==> config.mk <==
export PLATFORM = sky130hd
export DESIGN_NAME = fetch_stage
export DESIGN_NICKNAME = d
export VERILOG_FILES = /design/src/rtl/fetch_stage.sv
export SDC_FILE = /design/constraint.sdc
export NUM_CORES = 1
export LEC_CHECK = 0
export CAP_MARGIN = 20
export CORE_ASPECT_RATIO = 0.75
export CORE_MARGIN = 1.5
export CORE_UTILIZATION = 35
export CTS_CLUSTER_SIZE = 8
export DETAILED_ROUTE_END_ITERATION = 16
export SLEW_MARGIN = 20
export SYNTH_ARGS = -nofsm -noshare
export SYNTH_HDL_FRONTEND = slang
export SYNTH_SLANG_ARGS = --single-unit
==> constraint.sdc <==
create_clock -name clk -period 2.51 [get_ports clk]
set_clock_uncertainty 0.2 [all_clocks]
set_input_delay 0.251 -clock clk [delete_from_list [all_inputs] [get_ports clk]]
set_output_delay 0.251 -clock clk [all_outputs]
set_load 0.03 [all_outputs]
==> src/rtl/fetch_stage.sv <==
// -----------------------------------------------------------------------------
// fetch_stage -- IF stage of the 5-stage MIPS pipeline.
//
// Owns the fetch PC, issues instruction-memory requests and loads the IF/ID
// register. Redirect targets come from the D-stage next-PC logic; the delay
// slot instruction (branch PC + 4) always reaches D. When D stalls while a
// response is arriving, the word is parked in a one-entry buffer (HOLD state).
//
// Optional feature macro: FETCH_ADEL_EN
//   defined   -> misaligned / out-of-window fetch addresses are not requested;
//                they flow into IF/ID as instr 0 with exc_adel_d = 1.
//   undefined -> every address is requested and exc_adel_d is always 0.
// -----------------------------------------------------------------------------
module fetch_stage #(
  parameter logic [31:0] RESET_PC = 32'h0000_3000,
  parameter logic [31:0] IM_BASE  = 32'h0000_3000,
  parameter int unsigned IM_BYTES = 16384
) (
  input  logic        clk,
  input  logic        rst_n,
  input  logic [31:0] npc_in,
  input  logic        npc_redirect,
  input  logic        stall_d,
  output logic        im_req,
  output logic [31:0] im_addr,
  input  logic [31:0] im_rdata,
  input  logic        im_valid,
  output logic [31:0] instr_d,
  output logic [31:0] pc_d,
  output logic [31:0] pc8_d,
  output logic        valid_d,
  output logic        exc_adel_d
);

  localparam logic [0:0] S_FETCH = 1'b0;
  localparam logic [0:0] S_HOLD  = 1'b1;

  // Architectural / pipeline state
  logic [0:0]  r_state;
  logic [31:0] r_pc_f;
  logic        r_pend;
  logic [31:0] r_pend_tgt;
  logic [31:0] r_buf_instr;
  logic        r_buf_exc;
  logic [31:0] r_instr_d;
  logic [31:0] r_pc_d;
  logic [31:0] r_pc8_d;
  logic        r_valid_d;
  logic        r_exc_adel_d;

  // Combinational helpers
  logic        w_in_fetch;
  logic        w_bad;
  logic        w_resp;
  logic [31:0] w_resp_instr;
  logic        w_redir_now;
  logic [31:0] w_pc_plus4;
  logic [31:0] w_pc_plus8;
  logic [31:0] w_next_pc;
  logic        w_fetch_done;
  logic        w_capture;
  logic        w_release;
  logic        w_advance;
  logic        w_bubble;
  logic [31:0] w_ld_instr;
  logic        w_ld_exc;

  assign w_in_fetch = (r_state == S_FETCH);
  assign w_pc_plus4 = r_pc_f + 32'd4;
  assign w_pc_plus8 = r_pc_f + 32'd8;

`ifdef FETCH_ADEL_EN
  // Upper bound computed in 33 bits so a window touching 2^32 does not wrap.
  localparam logic [32:0] IM_LIMIT = {1'b0, IM_BASE} + 33'(IM_BYTES);

  assign w_bad = (r_pc_f[1:0] != 2'b00) |
                 (r_pc_f < IM_BASE) |
                 ({1'b0, r_pc_f} >= IM_LIMIT);
`else
  assign w_bad = 1'b0;
`endif

  // A bad address behaves like an immediate response carrying a null word.
  assign w_resp       = w_in_fetch & (im_valid | w_bad);
  assign w_resp_instr = w_bad ? 32'd0 : im_rdata;

  // Redirect only counts for a real, advancing D-stage instruction.
  assign w_redir_now = npc_redirect & r_valid_d & ~stall_d;

  // Next fetch PC: a deferred target wins, since it belongs to the branch
  // whose delay slot is the fetch just finishing.
  always_comb begin
    w_next_pc = w_pc_plus4;
    if (r_pend) begin
      w_next_pc = r_pend_tgt;
    end else if (w_redir_now) begin
      w_next_pc = npc_in;
    end
  end

  // Control decode for the current cycle
  assign w_fetch_done = w_resp & ~stall_d;
  assign w_capture    = w_resp & stall_d;
  assign w_release    = (r_state == S_HOLD) & ~stall_d;
  assign w_advance    = w_fetch_done | w_release;
  assign w_bubble     = w_in_fetch & ~w_resp & ~stall_d;

  assign w_ld_instr = w_release ? r_buf_instr : w_resp_instr;
  assign w_ld_exc   = w_release ? r_buf_exc   : w_bad;

  // Request is withheld during reset, in HOLD and for a faulting address;
  // im_addr only moves when a fetch retires, so it is stable while waiting.
  assign im_req  = rst_n & w_in_fetch & ~w_bad;
  assign im_addr = r_pc_f;

  // FETCH/HOLD state machine
  always_ff @(posedge clk or negedge rst_n) begin
    if (!rst_n) begin
      r_state <= S_FETCH;
    end else if (w_capture) begin
      r_state <= S_HOLD;
    end else if (w_release) begin
      r_state <= S_FETCH;
    end
  end

  // Fetch PC advances only when an instruction retires into IF/ID
  always_ff @(posedge clk or negedge rst_n) begin
    if (!rst_n) begin
      r_pc_f <= RESET_PC;
    end else if (w_advance) begin
      r_pc_f <= w_next_pc;
    end
  end

  // Deferred redirect: branch leaves D before its delay slot has returned.
  // A second redirect while one is pending is illegal and simply dropped.
  always_ff @(posedge clk or negedge rst_n) begin
    if (!rst_n) begin
      r_pend     <= 1'b0;
      r_pend_tgt <= 32'd0;
    end else if (w_advance) begin
      r_pend <= 1'b0;
    end else if (w_bubble && w_redir_now && !r_pend) begin
      r_pend     <= 1'b1;
      r_pend_tgt <= npc_in;
    end
  end

  // One-entry response buffer used while D is stalled
  always_ff @(posedge clk or negedge rst_n) begin
    if (!rst_n) begin
      r_buf_instr <= 32'd0;
      r_buf_exc   <= 1'b0;
    end else if (w_capture) begin
      r_buf_instr <= w_resp_instr;
      r_buf_exc   <= w_bad;
    end
  end

  // IF/ID register: load retiring instruction, insert bubble, or hold
  always_ff @(posedge clk or negedge rst_n) begin
    if (!rst_n) begin
      r_instr_d    <= 32'd0;
      r_pc_d       <= 32'd0;
      r_pc8_d      <= 32'd8;
      r_valid_d    <= 1'b0;
      r_exc_adel_d <= 1'b0;
    end else if (w_advance) begin
      r_instr_d    <= w_ld_instr;
      r_pc_d       <= r_pc_f;
      r_pc8_d      <= w_pc_plus8;
      r_valid_d    <= 1'b1;
      r_exc_adel_d <= w_ld_exc;
    end else if (w_bubble) begin
      r_instr_d    <= 32'd0;
      r_valid_d    <= 1'b0;
      r_exc_adel_d <= 1'b0;
    end
  end

  assign instr_d    = r_instr_d;
  assign pc_d       = r_pc_d;
  assign pc8_d      = r_pc8_d;
  assign valid_d    = r_valid_d;
  assign exc_adel_d = r_exc_adel_d;

endmodule

======== After elaboration in Yosys (flattened, before gate mapping) ========
Index checks and enable logic that the tools add are counted.
storage, ports and cells
  flip-flop bits (word level) ............. 196
  input port bits ......................... 69
operators by class
  muxes and demuxes ....................... 12
  add/sub/neg operators ................... 2
  bitwise logic cells ..................... 14
  reductions and logical operators ........ 7
operator list
  cell                   count
  $mux 32                5
  $add 32x3->32 const B  1
  $add 32x4->32 const B  1
  $and 1x1->1            9
  $mux 1                 7
  $reduce_bool 2->1      3
  $not 1->1              4
  $logic_and 1x1->1      2
  $reduce_and 2->1       1
  $logic_not 1->1        1
  $or 1x1->1             1

======== Longest topological paths before layout ========
Gate-level depths: netlist of run 1.
  depth after elaboration ................. 9
  depth in mapped cells ................... 8
  gate-level depth less buffers ........... 6

======== Worst setup path before layout of run 1 ========
Ideal clock, no wire load.
  path kind ............................... register to register
  start point ............................. reg r_pc_f[3] (netlist: im_addr[3])
  end point ............................... reg r_pc_f[28] (netlist: im_addr[28])
  arrival time ............................ 1.952 ns
  required time ........................... 2.184 ns
  path slack .............................. 0.232 ns
  cell stages (with the launch flop) ...... 8
  clock period less this slack ............ 2.278 ns
  cell sequence ........................... dfrtp_1 -> ha_1 -> and4_4 -> and2_1 -> buf_4 -> nand2_2 -> o311a_1 -> a221o_1
on the way
  longest elaborated chain between the ends .. 3
ends and longest elaborated chain
  element                 RTL line  text
  start, declared         40        logic [31:0] r_pc_f;
  start signal, assigned  132       r_pc_f <= w_next_pc;
  $add 32x3->32           69        assign w_pc_plus4 = r_pc_f + 32'd4;
  $mux 32                 96        end else if (w_redir_now) begin
  $mux 32                 94        if (r_pend) begin
Every way passes these cells.
A chain may end at the register's enable or synchronous reset.

======== Worst setup path in the final report of run 1 ========
  start point ............................. in stall_d
  end point ............................... reg r_pc_f[25] (netlist: im_addr[25])
on the way
  longest elaborated chain between the ends .. 4
  elaborated cells between the ends (all ways) .. 7
ends and longest elaborated chain
  element          RTL line      text
  start, declared  23            input logic stall_d,
  $not 1->1 *      88, 102, 104
  $and 1x1->1      88            assign w_redir_now = npc_redirect & r_valid_d & ~stall_d;
  $mux 32          96
  $mux 32          94
Mark *: on every way between the ends. The rest lies on a longest branch, timed or not.

==> results of run 1 <==
==> final cells by class <==
| cell class | instances | area [um^2] |
|---|---|---|
| clock inverters | 13 | 178 |
| repair buffers | 260 | 2490 |
| fillers | 2416 | 13700 |
| well taps | 344 | 430 |
| multi-input cells | 632 | 3890 |
| inverters | 17 | 63.8 |
| flip-flops and latches | 192 | 4810 |
| clock buffers | 19 | 443 |
==> cell usage in the layout (no fill, tap or decap), types with 4 or more instances in the layout <==
cell,netlist,layout
clkbuf_16,0,17
buf_4,11,57
nor4_1,7,7
a31oi_1,9,9
dfrtp_1,189,188
clkdlybuf4s50_1,0,195
xnor2_1,20,20
nand2b_1,16,16
a22oi_1,32,32
o311ai_0,10,9
xor2_1,9,9
nor3_1,20,20
mux2_2,64,64
a21oi_1,34,34
o2bb2ai_1,6,6
nand2_1,167,167
nand3_1,18,18
clkinv_4,0,4
o21ai_0,106,106
inv_1,17,17
or3_1,4,4
nor2b_1,8,7
nor4_2,4,4
nand4_1,18,18
nor2_1,33,33
==> metal layers <==
metal,GRT usage [%],vias to the layer above,routed length (um)
met5,0,-,0
met4,4.77,0,341
met3,4.81,29,1810
met2,28.0,264,11500
met1,31.5,3649,13500
li1,-,3615,-
==> worst register-to-register path: cells and delay by family (launching register included) <==
kind / cells / cell delay, ns
simple gates: 1 / 0.07
flops: 1 / 0.37
compound gates: 4 / 1.39
buf+inv: 1 / 0.22
==> sequential cells by signal (all words and copies together), names as in the netlist <==
name,cells
r_state,1
im_addr,32
r_pend_tgt,32
valid_d,1
r_buf_instr,32
r_pend,1
instr_d,32
pc8_d,29
pc_d,32
==> worst max-delay path by stage <==
stage | from | to | slack, ns
3_5_place_dp | npc_redirect | im_addr[23] | -0.008
6_report | stall_d | im_addr[25] | 0.15
5_1_grt | r_state | im_addr[25] | 0.02
3_3_place_gp | im_valid | im_addr[13] | 0.005
4_1_cts | stall_d | im_addr[23] | 0.17
2_1_floorplan | im_addr[3] | im_addr[28] | 0.23
==> cell families (layout without fill, tap and decap cells) <==
kind of cell	after synthesis	in the layout	share of synthesized area [%]
AND/OR/NAND/NOR	315	315	16.7
AO/OA/AOI/OAI	221	221	14.5
flip-flops	192	192	52.1
buffers and inverters	97	309	5.91
multiplexers	64	64	7.80
XOR/XNOR	29	29	2.75
adder cells (fa/ha/maj)	2	2	0.271
other	1	1	0.0406
==> power by group through the flow <==
| stage | clock, mW | combinational, mW | sequential, mW |
|---|---|---|---|
| 2_1_floorplan | 0 | 1.64 | 5.31 |
| 3_3_place_gp | 0 | 4.18 | 4.56 |
| 3_5_place_dp | 0 | 4.20 | 4.58 |
| 4_1_cts | 2.96 | 4.22 | 4.52 |
| 5_1_grt | 3.09 | 4.50 | 4.63 |
| 6_report | 2.90 | 4.20 | 4.53 |
==> what timing repair did <==
action | in CTS | in global routing
resized for setup | 0 | 1
hold endpoints to repair | 191 | 0
setup endpoints to repair | 0 | 1
hold buffers | 3 | 0
==> metrics.cfg, run 1 <==
[drt]
vias_per_cell=5.12
drt_pass1_iterations=6
drtAntennaViolNets=0
wl_per_cell_um=18.3
drcViolationCount=0
drtIter0Drc=558
vias=7557
drt-total-wl_um=27100

[yosys]
ys_ff_latch=192
ys_top_cells_by_count=189 x dfrtp_1, 167 x nand2_1, 106 x o21ai_0
synth_most_common_cell=dfrtp_1
syn_avg_cell_area_um2=10.0
synth-edff-count=0
synth_top_area_share_pct=51.2
synth-main-ff-cell=dfrtp_1
ys_seq_area_share_pct=52.1
syn_inst=921
synthesis.area_mm2=0.00924
synthesis.yosys.warnings=0
synth.top_cells.by_area=dfrtp_1 51%, mux2_2 7.8%, nand2_1 6.8%, o21ai_0 5.7%, a22oi_1 2.6%
synth.distinct_cells=61
yosysTopAreaCell=dfrtp_1
syn_nets=992
async_reset_ff_share_pct=100

[timing]
finalSetupTns_ns=0
maxSlewViolCount=0
tightest_slew_ns=0.929
period_needed_ns=2.36
period_share_pct=93.9
max_slew_margin_pct=37.3
fmax_mhz=424
hold_violations=0
holdWs_ns=0.230
grt_setup_unrepaired=no
setup_viol=0
final.setup.worst_slack_ns=0.152

[clock_tree]
cts.sinks=192
clock_path_buffers=2
clk_pin_slew_ns=0.07
cts_tree=yes
worstSkewPairLatency_ns=0.44
cts_setup_buffers=0
cts.htree.levels=4
cts_root_buffer=clkbuf_16
cts_buffers=17

[setup_path]
crit_required_ns=2.59
worstSetupEndpointType=flip-flop
worstPathArrival_ns=2.44
critical_path.top_delay_family=compound AO/OA/AOI/OAI gates
critPathBufInv=3
crit_fanout=34
critPathMaxStageDelay_ns=0.73
reg2reg_depth=6
crit_chain=dlygate4sd3_1 -> buf_2 -> nand3b_1 -> buf_12 -> o311ai_0 -> a21oi_1 -> o21ai_0 -> o21ai_0
rr_endpoint=im_addr[13]
worst_path_most_repeated_cell=o21ai_0
crit_cells=8
r2r_start=r_state
slowest_stage=o311ai_0
reg2reg_slack_ns=0.18
worstSetupStartpointType=primary input
crit_type=in -> reg

[grt]
grt_usage_pct=20.3
grt_max_degree=103
grt_pass1_wl_um=42200
antenna_found_initial=1
overflow=0
grt_pass1_vias=7080

[worst_hold_path]
hold_path.class=in -> async

[power]
p_switching_mw=4.35
pwr-share-clk_pct=24.9
totalPowerFinal_mw=11.6
p_sw_share_pct=37.4
ir_drop_mv=0.523
power.internal_mw=7.27
combPwrFrac_pct=36.1
total_leakage_power_nw=5.07
power_density_mw_per_mm2=945
seqPwrFrac_pct=39.0

[floorplan]
io_pins=200
fp.coreArea_mm2=0.0260
die_w_um=191
rows=51
die-area_mm2=0.0274
die_h_um=144
start_util_pct=35.6

[final_layout]
drive_gt1_share_pct=16.0
final_cells=1477
final_util_pct=47.4
design_area_mm2=0.0123
diodes=0
nets=1191
syn2layout_area_growth_pct=33.2

[placed_design]
place_inst=1442
dp_hpwl_um=19700
dp_slack_ns=-0.00767
placed_cell_area_mm2=0.0116
gp_congestion=0.891
portBuffers=198

[flow_run]
cap_violations=0

[status]
status=complete, no violations

(Power assumes the default switching activity.)
==> inputs of run 2 (changes only) <==
--- a/config.mk
+++ b/config.mk
@@ -6,11 +6,15 @@
 export NUM_CORES = 1
 export LEC_CHECK = 0
 export CAP_MARGIN = 20
+export CELL_PAD_IN_SITES_DETAIL_PLACEMENT = 2
+export CELL_PAD_IN_SITES_GLOBAL_PLACEMENT = 2
 export CORE_ASPECT_RATIO = 0.75
 export CORE_MARGIN = 1.5
-export CORE_UTILIZATION = 35
+export CORE_UTILIZATION = 32
 export CTS_CLUSTER_SIZE = 8
 export DETAILED_ROUTE_END_ITERATION = 16
+export PLACE_DENSITY_LB_ADDON = 0.1
+export SKIP_LAST_GASP = 1
 export SLEW_MARGIN = 20
 export SYNTH_ARGS = -nofsm -noshare
 export SYNTH_HDL_FRONTEND = slang
==> run 2 against run 1 <==
Final cell count is 3.4% higher. Clock power hardly changed. Global-route usage is 1.9 points higher. Hold slack worse by 0.11 ns. Sequential share of layout area is 0.40 points lower. Combinational power is 4% higher. Sequential power hardly changed. Register-to-register slack worse by 0.05 ns. Flip-flop and latch count stayed put. Maximum frequency is 1.8% lower. Largest cell class unchanged.
==> metrics.cfg, run 2 (synthesis results as in run 1) <==
[final_layout]
final_util_pct=44.1  ; was 47.4%
final_common_cell=clkdlybuf4s50_1  ; unchanged
final_cell_mix=196 x clkdlybuf4s50_1, 187 x dfrtp_1, 167 x nand2_1  ; was 195 x clkdlybuf4s50_1, 188 x dfrtp_1, 167 x nand2_1
nets=1200  ; was 1191
final_cells=1527  ; was 1477
diodes=0  ; unchanged
syn2layout_area_growth_pct=34.6  ; was 33.2%
design_area_mm2=0.0124  ; was 0.0123 mm^2
drive_gt1_share_pct=16.9  ; was 16.0%

[setup_path]
crit_fanout=7  ; was 34
worstSetupEndpointType=primary output  ; was flip-flop
crit_type=reg -> out  ; was in -> reg
worstPathArrival_ns=1.95  ; was 2.44 ns
crit_required_ns=2.06  ; was 2.59 ns
worstSetupStartpointType=flip-flop  ; was primary input
reg2reg_slack_ns=0.13  ; was 0.18 ns

[timing]
grt_setup_unrepaired=no  ; unchanged
period_needed_ns=2.40  ; was 2.36 ns
final.setup.worst_slack_ns=0.110  ; was 0.152 ns
setup_viol=0  ; unchanged
fmax_mhz=417  ; was 424 MHz
period_share_pct=95.6  ; was 93.9%
tightest_slew_ns=0.675  ; was 0.929 ns
max_slew_margin_pct=54.4  ; was 37.3%
maxSlewViolCount=0  ; unchanged
hold_violations=0  ; unchanged
holdWs_ns=0.124  ; was 0.230 ns
finalSetupTns_ns=0  ; unchanged

[clock_tree]
clk_pin_slew_ns=0.08  ; was 0.07 ns
cts.sinks=192  ; unchanged
worstSkewPairLatency_ns=0.44  ; about the same
cts.htree.levels=4  ; unchanged
cts_buffers=17  ; unchanged
cts_root_buffer=clkbuf_16  ; unchanged
cts_tree=yes  ; unchanged
clock_path_buffers=2  ; unchanged

[placed_design]
portBuffers=198  ; unchanged
place_inst=1494  ; was 1442
gp_congestion=0.806  ; was 0.891
dp_slack_ns=0.0443  ; was -0.00767 ns
placed_cell_area_mm2=0.0118  ; was 0.0116 mm^2
dp_hpwl_um=23700  ; was 19700 um

[floorplan]
io_pins=200  ; unchanged
die_h_um=150  ; was 144 um
fp.coreArea_mm2=0.0282  ; was 0.0260 mm^2
start_util_pct=32.8  ; was 35.6%
rows=53  ; was 51
die_w_um=199  ; was 191 um
die-area_mm2=0.0299  ; was 0.0274 mm^2

[drt]
drt_pass1_iterations=4  ; was 6
drt-total-wl_um=32500  ; was 27100 um
drcViolationCount=0  ; unchanged
vias_per_cell=5.13  ; was 5.12
drtIter0Drc=291  ; was 558
drtAntennaViolNets=0  ; unchanged
vias=7831  ; was 7557
wl_per_cell_um=21.3  ; was 18.3 um

[grt]
overflow=0  ; unchanged
antenna_found_initial=0  ; was 1
grt_max_degree=108  ; was 103
grt_pass1_wl_um=49900  ; was 42200 um
grt_pass1_vias=8443  ; was 7080
grt_usage_pct=22.2  ; was 20.3%

[status]
status=complete, no violations  ; unchanged

[flow_run]
cap_violations=0  ; unchanged

[power]
total_leakage_power_nw=5.12  ; was 5.07 nW
power_density_mw_per_mm2=947  ; was 945 mW/mm^2
ir_drop_mv=0.555  ; was 0.523 mV
totalPowerFinal_mw=11.8  ; was 11.6 mW

[worst_hold_path]
hold_path.class=in -> reg  ; was in -> async

run 2: cell type report:
class                           instances  area [um^2]
Clock buffer                           20          457
Clock inverter                         12          159
Fill cell                            3004        15800
Inverter                               17         63.8
Multi-Input combinational cell        632         3890
Sequential cell                       192         4810
Tap cell                              385          482
Timing Repair Buffer                  269         2570
run 2: worst paths after layout:
path / start / endpoint / depth (start not counted)
worst max-delay path: im_addr[17] / im_addr[17] / 2
worst min-delay path: stall_d / valid_d / 3
worst max register to register: im_addr[15] / im_addr[30] / 6
worst min register to register: pc_d[14] / pc_d[14] / 2
max in group asynchronous: rst_n / im_addr[12] / 4
min in group asynchronous: rst_n / pc8_d[18] / 3
run 2: critical path, cell delays in order (launching register included):
cell and delay (ns):
dfrtp_1 0.61, buf_4 0.22, clkdlybuf4s50_1 0.67
run 2: power breakdown:
part | switching [mW] | internal (mW)
logic | 2.52 | 1.83
registers | 0.658 | 3.87
clock network | 1.28 | 1.63
total | 4.46 | 7.32
run 2: repair_timing:
| action | CTS | global route |
|---|---|---|
| hold buffers | 1 | 0 |
| gates resized for setup | 0 | 2 |
| setup buffers | 0 | 0 |
| setup endpoints to repair | 0 | 2 |
| hold endpoints to repair | 104 | 0 |
run 2: per-layer routing:
metal	vias to the layer above	track usage (%)	wire, um
met4	0	5.72	442
met3	23	3.72	1220
met2	158	34.1	14800
met1	4026	32.4	16000
li1	3624	-	-
met5	-	0	0
